## src/rtl/ripple_mon_pkg.sv

```systemverilog
// Shared state encodings and default widths for the ripple counter monitor.
package ripple_mon_pkg;

  localparam int DEF_CNT_W  = 4;
  localparam int DEF_WRAP_W = 8;

  localparam logic [1:0] ST_INIT  = 2'd0;
  localparam logic [1:0] ST_TRACK = 2'd1;
  localparam logic [1:0] ST_ERROR = 2'd2;

endpackage

```

## src/rtl/ripple_count_monitor_stable_filter.sv

```systemverilog
// Two-flop sync plus run-length check; accept pulses on the edge s2 has held a value STABLE_N edges.
// Latency: input stable -> accept 2+STABLE_N-1 edges; no backpressure, accept repeats while steady.
module stable_filter
  import ripple_mon_pkg::*;
#(
  parameter int W        = DEF_CNT_W,
  parameter int STABLE_N = 2
) (
  input  logic         CLOCK,
  input  logic         CLEAR,
  input  logic [W-1:0] d,
  output logic [W-1:0] q,
  output logic         accept
);

  localparam int RUN_W = $clog2(STABLE_N + 1);
  localparam logic [RUN_W-1:0] RUN_MAX = RUN_W'(STABLE_N);

  logic [W-1:0]     s1_q, s1_d;
  logic [W-1:0]     s2_q, s2_d;
  logic [RUN_W-1:0] run_q, run_d;

  // run counts consecutive edges s2 has loaded the same value, saturating at STABLE_N
  always_comb begin
    s1_d = d;
    s2_d = s1_q;
    if (s1_q != s2_q) begin
      run_d = RUN_W'(1);
    end else if (run_q != RUN_MAX) begin
      run_d = run_q + 1'b1;
    end else begin
      run_d = run_q;
    end
    accept = (run_d == RUN_MAX);
    q      = s2_d;
  end

  always_ff @(posedge CLOCK) begin
    if (CLEAR) begin
      s1_q  <= '0;
      s2_q  <= '0;
      run_q <= '0;
    end else begin
      s1_q  <= s1_d;
      s2_q  <= s2_d;
      run_q <= run_d;
    end
  end

endmodule

```

## src/rtl/ripple_count_monitor.sv

```systemverilog
// Extends a filtered 4-bit ripple count with a wrap counter and flags illegal steps.
// Latency: stable Q_IN reaches EXT_COUNT 2+STABLE_N-1 edges later; no backpressure.
module ripple_count_monitor
  import ripple_mon_pkg::*;
#(
  parameter int CNT_W    = DEF_CNT_W,
  parameter int WRAP_W   = DEF_WRAP_W,
  parameter int STABLE_N = 2
) (
  input  logic                    CLOCK,
  input  logic                    CLEAR,
  input  logic [CNT_W-1:0]        Q_IN,
  input  logic                    ERR_CLR,
  output logic [WRAP_W+CNT_W-1:0] EXT_COUNT,
  output logic                    VALID,
  output logic                    WRAP_PULSE,
  output logic                    STEP_ERR
);

  localparam logic [CNT_W-1:0] CNT_MAX = '1;

  logic [CNT_W-1:0]  acc_val;
  logic              acc;

  logic [1:0]        state_q, state_d;
  logic [CNT_W-1:0]  lo_q, lo_d;
  logic [WRAP_W-1:0] wrap_q, wrap_d;
  logic              valid_q, valid_d;
  logic              pulse_q, pulse_d;
  logic              err_q, err_d;

  stable_filter #(
    .W        (CNT_W),
    .STABLE_N (STABLE_N)
  ) u_filter (
    .CLOCK  (CLOCK),
    .CLEAR  (CLEAR),
    .d      (Q_IN),
    .q      (acc_val),
    .accept (acc)
  );

  always_comb begin
    state_d = state_q;
    lo_d    = lo_q;
    wrap_d  = wrap_q;
    valid_d = valid_q;
    pulse_d = 1'b0;
    err_d   = err_q;
    case (state_q)
      ST_INIT: begin
        if (acc) begin
          lo_d    = acc_val;
          wrap_d  = '0;
          valid_d = 1'b1;
          state_d = ST_TRACK;
        end
      end
      ST_TRACK: begin
        if (acc && (acc_val != lo_q)) begin
          if ((lo_q == CNT_MAX) && (acc_val == '0)) begin
            wrap_d  = wrap_q + 1'b1;
            lo_d    = '0;
            pulse_d = 1'b1;
          end else if ((lo_q != CNT_MAX) && (acc_val == lo_q + 1'b1)) begin
            lo_d = acc_val;
          end else if (acc_val == '0) begin
            // upstream counter was cleared: restart the extended count
            lo_d   = '0;
            wrap_d = '0;
          end else begin
            err_d   = 1'b1;
            valid_d = 1'b0;
            state_d = ST_ERROR;
          end
        end
      end
      ST_ERROR: begin
        if (ERR_CLR) begin
          err_d   = 1'b0;
          state_d = ST_INIT;
        end
      end
      default: begin
        state_d = ST_INIT;
      end
    endcase
  end

  always_ff @(posedge CLOCK) begin
    if (CLEAR) begin
      state_q <= ST_INIT;
      lo_q    <= '0;
      wrap_q  <= '0;
      valid_q <= 1'b0;
      pulse_q <= 1'b0;
      err_q   <= 1'b0;
    end else begin
      state_q <= state_d;
      lo_q    <= lo_d;
      wrap_q  <= wrap_d;
      valid_q <= valid_d;
      pulse_q <= pulse_d;
      err_q   <= err_d;
    end
  end

  assign EXT_COUNT  = {wrap_q, lo_q};
  assign VALID      = valid_q;
  assign WRAP_PULSE = pulse_q;
  assign STEP_ERR   = err_q;

endmodule

```

## config.mk

```make
export PLATFORM = sky130hd
export DESIGN_NAME = ripple_count_monitor
export DESIGN_NICKNAME = d
export VERILOG_FILES = /design/src/rtl/ripple_mon_pkg.sv /design/src/rtl/ripple_count_monitor_stable_filter.sv /design/src/rtl/ripple_count_monitor.sv
export SDC_FILE = /design/constraint.sdc
export NUM_CORES = 1
export LEC_CHECK = 0
export CORE_MARGIN = 3
export CORE_UTILIZATION = 35
export CTS_CLUSTER_DIAMETER = 120
export DETAILED_ROUTE_END_ITERATION = 8
export HOLD_SLACK_MARGIN = 0.05
export MAX_ROUTING_LAYER = met4
export PLACE_DENSITY = 0.64
export SETUP_SLACK_MARGIN = 0.4
export SYNTH_ARGS = -nofsm -noshare
export SYNTH_HDL_FRONTEND = slang
export SYNTH_HIERARCHICAL = 1
export SYNTH_SLANG_ARGS = --single-unit
```

## constraint.sdc

```tcl
create_clock -name CLOCK -period 2.53 [get_ports CLOCK]
set_input_delay 0.506 -clock CLOCK [delete_from_list [all_inputs] [get_ports CLOCK]]
set_output_delay 0.506 -clock CLOCK [all_outputs]
set_load 0.005 [all_outputs]
```

## Word level (Yosys, flattened, before mapping)

Index checks and enable logic that the tools add are counted.

| cells by class | value |
|---|---|
| reductions and logical operators | 13 |
| eq/ne operators | 18 |
| muxes and demuxes | 34 |
| $add $sub $neg | 3 |
| bitwise operators | 2 |

Operators by type and width:

| cell | number |
|---|---|
| $mux W8 | 5 |
| $mux W4 | 5 |
| $reduce_and A6 Y1 | 3 |
| $mux W2 | 8 |
| $pmux W8 S2 | 1 |
| $ne A2 B2 Y1 const B | 7 |
| $mux W1 | 11 |
| $add A8 B1 Y8 const B | 1 |
| $ne A4 B4 Y1 | 2 |
| $ne A4 B4 Y1 const B | 2 |
| $pmux W4 S2 | 1 |
| $ne A3 B3 Y1 const B | 2 |
| $pmux W2 S3 | 1 |
| $reduce_and A5 Y1 | 1 |
| $add A4 B1 Y4 const B | 1 |
| $eq A2 B2 Y1 const B | 2 |
| $eq A4 B4 Y1 | 1 |
| $eq A4 B4 Y1 const B | 1 |
| $logic_not A4 Y1 | 1 |
| $pmux W1 S2 | 2 |
| $reduce_and A4 Y1 | 1 |
| $reduce_bool A2 Y1 | 2 |
| $logic_and A1 B1 Y1 | 3 |
| $reduce_or A3 Y1 | 1 |
| other kinds (4) | 5 |

| word-level totals | value |
|---|---|
| bits of input ports | 7 |
| output and inout bits | 15 |
| register bits | 27 |

## Logic depth before layout (Yosys ltp)

Gate-level depths: netlist of the first run.

| logic depth | value |
|---|---|
| depth after elaboration | 7 |
| gate-level depth with buffers | 8 |
| depth with buffers taken out | 8 |

## By module

The synthesis of the first run kept the hierarchy.

Modules (own cells, without submodules):

| module | area an instance (sq um) | cells an instance | times used |
|---|---|---|---|
| ripple_count_monitor | 1002.2 | 113 | 1 |
| stable_filter | 336.6 | 29 | 1 |

## Worst setup path before layout of the first run

OpenSTA, ideal clock, no wires.

| path | value |
|---|---|
| path kind | register -> register |
| start | register lo_q[1] |
| end | register lo_q[3] |
| path buffers | 0 |
| cell stages (with the launch flop) | 7 |
| data arrival time | 2.277 ns |
| setup time | 0.062 ns |
| data required time | 2.468 ns |
| clock period less this slack | 2.339 ns |
| setup slack | 0.191 ns |
| cell sequence | dfxtp_1 > ha_1 > or3b_1 > a311o_1 > o311a_4 > or4b_1 > nand3_1 |

| on the way | value |
|---|---|
| word-level cells in the longest chain between the ends | 7 |
| elaborated cells on any way between the ends | 15 |
| those cells by class | 1 x add/sub; 6 x eq/ne; 4 x mux; 4 x reduce/logical |

Ends and longest elaborated chain:

| element | line | text |
|---|---|---|
| start, declared | ripple_count_monitor.sv:26 | `logic [CNT_W-1:0] lo_q, lo_d;` |
| start signal, assigned | ripple_count_monitor.sv:100 | `lo_q <= lo_d;` |
| $add A4 B1 Y4 | ripple_count_monitor.sv:65 | `end else if ((lo_q != CNT_MAX) && (acc_val == lo_q + 1'b1)) begin` |
| $eq A4 B4 Y1 | ripple_count_monitor.sv:65 |  |
| $logic_and A1 B1 Y1 | ripple_count_monitor.sv:65 |  |
| $mux W4 | ripple_count_monitor.sv:65 |  |
| $mux W4 | ripple_count_monitor.sv:61 | `if ((lo_q == CNT_MAX) && (acc_val == '0)) begin` |
| $mux W4 | ripple_count_monitor.sv:60 | `if (acc && (acc_val != lo_q)) begin` |
| $pmux W4 S2 | ripple_count_monitor.sv:50 | `case (state_q)` |

Parallel ways exist; a longest one is shown, timed or not. The select of a mux whose other input is x is not followed.
A chain may end at the register's enable or synchronous reset.

## Worst setup path in the final report of the first run

| path | value |
|---|---|
| start | register lo_q[0] |
| end | register lo_q[1] |

The elaborated chain is that of the path after synthesis.

==> run_results.csv, run 1 <==
group,metric,value,unit
floorplan,start_util,0.383,
run,max_cap_violations,0,
drt,drtPass1Iterations,4,
global_route,grt_pass1_vias,1114,
worst_setup_path,crit_required,2.74,ns
synth,ys.flop_type,"dfxtp_1",
power,pwr-share-clk,0.309,
global_route,antenna_found_initial,0,
drt,ant_nets,0,
synth,synth_area_leaders,"dfxtp_1 (40%), xnor2_1 (4.6%), nor2b_1 (3.7%)",
worst_setup_path,endpoint_kind,"flip-flop",
power,power,0.000802,W
worst_hold_path,hold_path.class,"flip-flop to flip-flop",
power,swShare,0.246,
synth,synth_xor_area_frac,0.0654,
timing,slew_violations,0,
synth,yosysMostFrequentCell,"dfxtp_1",
synth,synthAdderAreaFrac,0.0280,
clock_network,htree_levels,1,
clock_network,insertion_delay,0.27,ns
synth,synth_seq_cells,27,
clock_network,cts_buffers,3,
power,power_frac_seq,0.560,
timing,setup_viol,0,
clock_network,clock-root-buffer,"clkbuf_8",
power,pwr-share-comb,0.131,
worst_setup_path,critPathLaunchType,"flip-flop",
timing,rsz0062_at_grt,"yes",
synth,yosysTopAreaCell,"dfxtp_1",
synth,async_flop_share,0,
placement,gp_congestion,0.848,
synth,synth_area_per_cell,9.43,µm²
power,p_sw,0.000197,W
power,internal_power,0.000605,W
power,ir_worst_vdd,0.000283,V
synth,yosys.area_share.simple,0.322,
floorplan,die_width,67.8,µm
global_route,grt_pass1_wl,4.84,mm
worst_setup_path,criticalPathCategory,"flip-flop to flip-flop",
worst_setup_path,crit_family,"simple AND/OR/NAND/NOR gates",
worst_setup_path,crit_chain,"ha_4 > or3b_4 > a311o_1 > o311a_4 > or4b_1 > nand3_1",
clock_network,cts.clk_slew.worst_paths,0.09,ns
outcome,status,"finished clean",
clock_network,cts_tree,"built",
synth,yosys_warnings,6,
drt,wl_per_cell,13.2,µm
global_route,grt_max_degree,30,
drt,viasPerCell,5.41,
worst_setup_path,crit_arrival,2.48,ns
floorplan,pin_count,22,
power,power_leakage,0.626,nW
timing,finalSetupTns,0,ns
timing,worst_slew_pin_slew,0.455,ns
timing,fin_crit_sh,0.894,
floorplan,die_h,67.8,µm
timing,finClkSkew,0.00192,ns
global_route,grt-ovfl-total,0,
layout,num-fill-cells,322,
clock_network,cts_sinks,27,
worst_setup_path,critPathSlowestCell,"or4b_1",
worst_setup_path,cp_max_fo,7,
layout,diodes,0,
clock_network,cts_hold_buf,0,
synth,synth_compound_area_frac,0.136,
drt,drt-total-wl,2.91,mm
synth,synth_cell_types,43,
worst_setup_path,crit_buf_inv,0,
worst_setup_path,cpPeakStageDelay,0.51,ns
floorplan,core,3490,µm²
placement,dpl.hpwl,2.00,mm
synth,syn_nets,152,
layout,final_layout_size_suffix_gt1_frac,0.190,
timing,hold_violations,0,
power,power_density,447,nW/µm²
timing,slew_headroom,0.694,
synth,synth_top_area_frac,0.404,
floorplan,rows,21,
drt,vias,1190,
timing,fmax,0.442,GHz
synth,syn_area,1340,µm²
synth,netlist_instances,142,
layout,area_growth,33.9,%
layout,fin_util,0.513,
clock_network,cts_max_path_buffers,2,
drt,drt_iter0_markers,62,
synth,synthTopCellsByCount,"dfxtp_1 (27), nand3_1 (8), nor2b_1 (8), nand2b_1 (7), xnor2_1 (7)",
synth,synth_mux_area_frac,0,
floorplan,die_area,4600,µm²
timing,min_period,2.26,ns
synth,seq_area_frac_synth,0.404,
layout,nets,185,
placement,port_buffers,21,
synth,synth_top_family_by_area,"simple AND/OR/NAND/NOR gates",
drt,drc_errors,0,
global_route,groute.usage.overall,0.141,
synth,synth_edf_count,0,
## power by group through the flow
stage                     clock network [W]  registers [W]  logic (W)
after CTS                          0.000258       0.000449  0.0000954
after global placement                    0       0.000459  0.0000882
after floorplan                           0       0.000456  0.0000603
after detailed placement                  0       0.000459  0.0000912
final                              0.000248       0.000449   0.000105
after global routing               0.000270       0.000452   0.000115
## sequential cells by signal (all words and copies together), names as in the netlist
signal,cells
u_filter/s2_q,4
u_filter/q,4
state_q,2
wrap_q,8
u_filter/run_q,2
STEP_ERR,1
lo_q,4
WRAP_PULSE,1
VALID,1
## through the flow
stage               instance area, µm²  hold WS, ns  std cells  worst slack, ns
detailed placement                1630        0.465        209            0.328
global placement                  1630        0.450        209            0.377
floorplan                         1360        0.431        142            0.422
finish                            1790        0.472        220            0.267
CTS                               1710        0.478        218            0.311
global route                      1790        0.495        220            0.176
## final timing paths
kind	startpoint	endpoint	slack [ns]	cells past startpoint
hold / removal	STEP_ERR	STEP_ERR	0.47	2
setup reg to reg	lo_q[0]	lo_q[1]	0.27	6
setup / recovery	lo_q[0]	lo_q[1]	0.27	6
hold reg to reg	STEP_ERR	STEP_ERR	0.47	2
## per-layer routing
metal | share of wire | vias up | wire [µm] | global-route usage
met5 | 0 | - | 0 | -
met3 | 0.045 | 5 | 132 | 0.0328
met1 | 0.43 | 572 | 1260 | 0.163
met2 | 0.51 | 26 | 1490 | 0.239
li1 | - | 587 | - | -
met4 | 0.011 | 0 | 31 | 0.0496
## worst register-to-register path: cells and delay by family, from the launching register on
family / cells / cell delay (ns)
simple gates: 3 / 0.96
compound gates: 2 / 0.75
flops: 1 / 0.37
fa+ha+maj: 1 / 0.13
## layout by cell type, fill, tap and decap left out, types with 2 or more instances in the layout
cell type,instances
a41oi_1,2
buf_4,12
a31oi_1,3
nand2b_1,7
nor2_1,5
and3_1,3
a31oi_4,2
ha_1,2
nand4b_1,5
or4b_1,3
dfxtp_1,23
nor2b_1,8
dfxtp_2,2
dfxtp_4,2
xor2_1,3
a21oi_1,6
nand3b_1,4
inv_1,6
o21ai_1,2
nand2_1,4
nand3_1,7
nand4_1,3
clkbuf_8,3
clkdlybuf4s50_1,21
xnor2_1,7
and2_1,2
## area by class of cell
class	instances	area (µm²)	area share
tap	46	57.6	0.0321
timing repair buffer	33	300	0.167
sequential	27	551	0.307
inverter	6	22.5	0.0126
multi-input combinational	104	817	0.456
clock buffer	4	45.0	0.0251
## cell families after synthesis
group                    count (synthesis)
flip-flops                              27
adder cells (fa/ha/maj)                  3
buffers and inverters                   11
AND/OR/NAND/NOR                         66
AO/OA/AOI/OAI                           25
XOR/XNOR                                10
## what timing repair did
action | 4_1_cts | 5_1_grt
endpoints found under the setup margin | 4 | 11
setup buffers | 5 | 2
pin swaps | 6 | 8
resized for setup | 1 | 12
No activity file was read; power rests on OpenSTA's default activity.
==> run 2, diff against run 1 <==
--- a/config.mk
+++ b/config.mk
@@ -5,6 +5,7 @@
 export SDC_FILE = /design/constraint.sdc
 export NUM_CORES = 1
 export LEC_CHECK = 0
+export CAP_MARGIN = 10
 export CORE_MARGIN = 3
 export CORE_UTILIZATION = 35
 export CTS_CLUSTER_DIAMETER = 120
@@ -13,6 +14,7 @@
 export MAX_ROUTING_LAYER = met4
 export PLACE_DENSITY = 0.64
 export SETUP_SLACK_MARGIN = 0.4
+export SKIP_CTS_REPAIR_TIMING = 1
 export SYNTH_ARGS = -nofsm -noshare
 export SYNTH_HDL_FRONTEND = slang
 export SYNTH_HIERARCHICAL = 1
==> run 2 against run 1 <==
  * Power down 0.97%
  * Routed wire length up 0.52%
  * Fmax up 1.8%
  * Critical endpoint unchanged
  * Combinational power down 8%
  * First-iteration DRC count down 8.1%
==> run_results.csv, run 2 (synthesis results as in run 1) <==
group,metric,value,unit
clock_network,cts_sinks,27,
power,ir_worst_vdd,0.000283,V
clock_network,cts.clk_slew.worst_paths,0.09,ns
placement,port_buffers,21,
timing,setup_viol,0,
floorplan,rows,21,
layout,final_common_cell,"dfxtp_1",
layout,layout_common_cells,"dfxtp_1 (23), clkdlybuf4s50_1 (21), nand3_1 (8), nor2b_1 (8)",
timing,finalSetupTns,0,ns
drt,drt-total-wl,2.92,mm
worst_setup_path,criticalPathCategory,"flip-flop to flip-flop",
worst_setup_path,crit_chain,"ha_4 > or3b_1 > a311o_1 > o311a_4 > or4b_1 > nand3_1",
global_route,antenna_found_initial,0,
worst_setup_path,crit_buf_inv,0,
global_route,groute.usage.overall,0.138,
timing,slew_violations,0,
global_route,grt_pass1_vias,1065,
worst_setup_path,critPathLaunchType,"flip-flop",
timing,fmax,0.450,GHz
floorplan,die_width,67.8,µm
floorplan,start_util,0.383,
placement,dpl.hpwl,2.00,mm
layout,fin_util,0.486,
drt,drtPass1Iterations,4,
layout,area_growth,26.9,%
floorplan,die_h,67.8,µm
global_route,grt_pass1_wl,4.74,mm
worst_setup_path,crit_required,2.75,ns
outcome,status,"finished clean",
drt,drt_iter0_markers,57,
drt,drc_errors,0,
layout,diodes,0,
layout,nets,180,
layout,largest_register,"wrap_q",
drt,wl_per_cell,13.6,µm
clock_network,cts_max_path_buffers,2,
worst_hold_path,hold_path.class,"flip-flop to flip-flop",
global_route,grt_max_degree,30,
floorplan,pin_count,22,
placement,gp_congestion,0.848,
drt,vias,1184,
worst_setup_path,critPathSlowestCell,"or4b_1",
floorplan,core,3490,µm²
worst_setup_path,cp_max_fo,6,
timing,rsz0062_at_grt,"yes",
clock_network,htree_levels,1,
layout,num-fill-cells,326,
clock_network,clock-root-buffer,"clkbuf_8",
worst_setup_path,endpoint_kind,"flip-flop",
clock_network,cts_buffers,3,
worst_setup_path,crit_arrival,2.44,ns
drt,viasPerCell,5.51,
timing,finClkSkew,0.00233,ns
run,max_cap_violations,0,
layout,seq_area,551,µm²
layout,final_layout_size_suffix_gt1_frac,0.118,
drt,ant_nets,0,
power,power_density,468,nW/µm²
timing,worst_slew_pin_slew,0.482,ns
worst_setup_path,cpPeakStageDelay,0.50,ns
layout,largest_reg_flops,8,
floorplan,die_area,4600,µm²
power,power_leakage,0.578,nW
timing,min_period,2.22,ns
global_route,grt-ovfl-total,0,
clock_network,cts_tree,"built",
worst_setup_path,crit_family,"simple AND/OR/NAND/NOR gates",
layout,multi_input_area,768,µm²
timing,hold_violations,0,
timing,fin_crit_sh,0.879,
clock_network,insertion_delay,0.27,ns
timing,slew_headroom,0.676,
==> run 2: final timing paths <==
check / from / to / slack, ns / cells past startpoint
setup reg to reg: lo_q[0] / lo_q[1] / 0.31 / 6
hold reg to reg: state_q[1] / state_q[0] / 0.47 / 1
setup / recovery: lo_q[0] / lo_q[1] / 0.31 / 6
hold / removal: state_q[1] / state_q[0] / 0.47 / 1
==> run 2: final cells by class <==
class                           instances  area share
Clock buffer                            4      0.0265
Inverter                                6      0.0133
Multi-Input combinational cell        105       0.452
Sequential cell                        27       0.324
Tap cell                               46      0.0339
Timing Repair Buffer                   27       0.150
==> run 2: worst register-to-register path, cell delays in order, from the launching register on <==
cell and delay (ns):
dfxtp_4 0.40, ha_4 0.15, or3b_1 0.35, a311o_1 0.32
o311a_4 0.35, or4b_1 0.50, nand3_1 0.09
==> run 2: per-layer routing <==
| metal | track usage | vias to the layer above | part of all wire |
|---|---|---|---|
| li1 | - | 582 | - |
| met1 | 0.164 | 561 | 0.44 |
| met2 | 0.231 | 32 | 0.48 |
| met3 | 0.0312 | 9 | 0.055 |
| met4 | 0.0447 | 0 | 0.024 |
| met5 | - | - | 0 |
==> run 2: power breakdown <==
group	leakage (nW)	internal (W)	switching, W
sequential	0.222	0.000436	0.0000144
combinational	0.334	0.0000516	0.0000455
clock	0.0228	0.000113	0.000134
total	0.578	0.000600	0.000194
==> run 2: stage by stage <==
| stage | setup slack, ns | power (W) | hold WS [ns] | cell area [µm²] | std cells |
|---|---|---|---|---|---|
| floorplan | 0.422 | 0.000516 | 0.431 | 1360 | 142 |
| global placement | 0.377 | 0.000547 | 0.450 | 1630 | 209 |
| detailed placement | 0.328 | 0.000550 | 0.465 | 1630 | 209 |
| CTS | 0.296 | 0.000798 | 0.478 | 1670 | 213 |
| global route | 0.235 | 0.000829 | 0.495 | 1700 | 215 |
| finish | 0.307 | 0.000795 | 0.472 | 1700 | 215 |
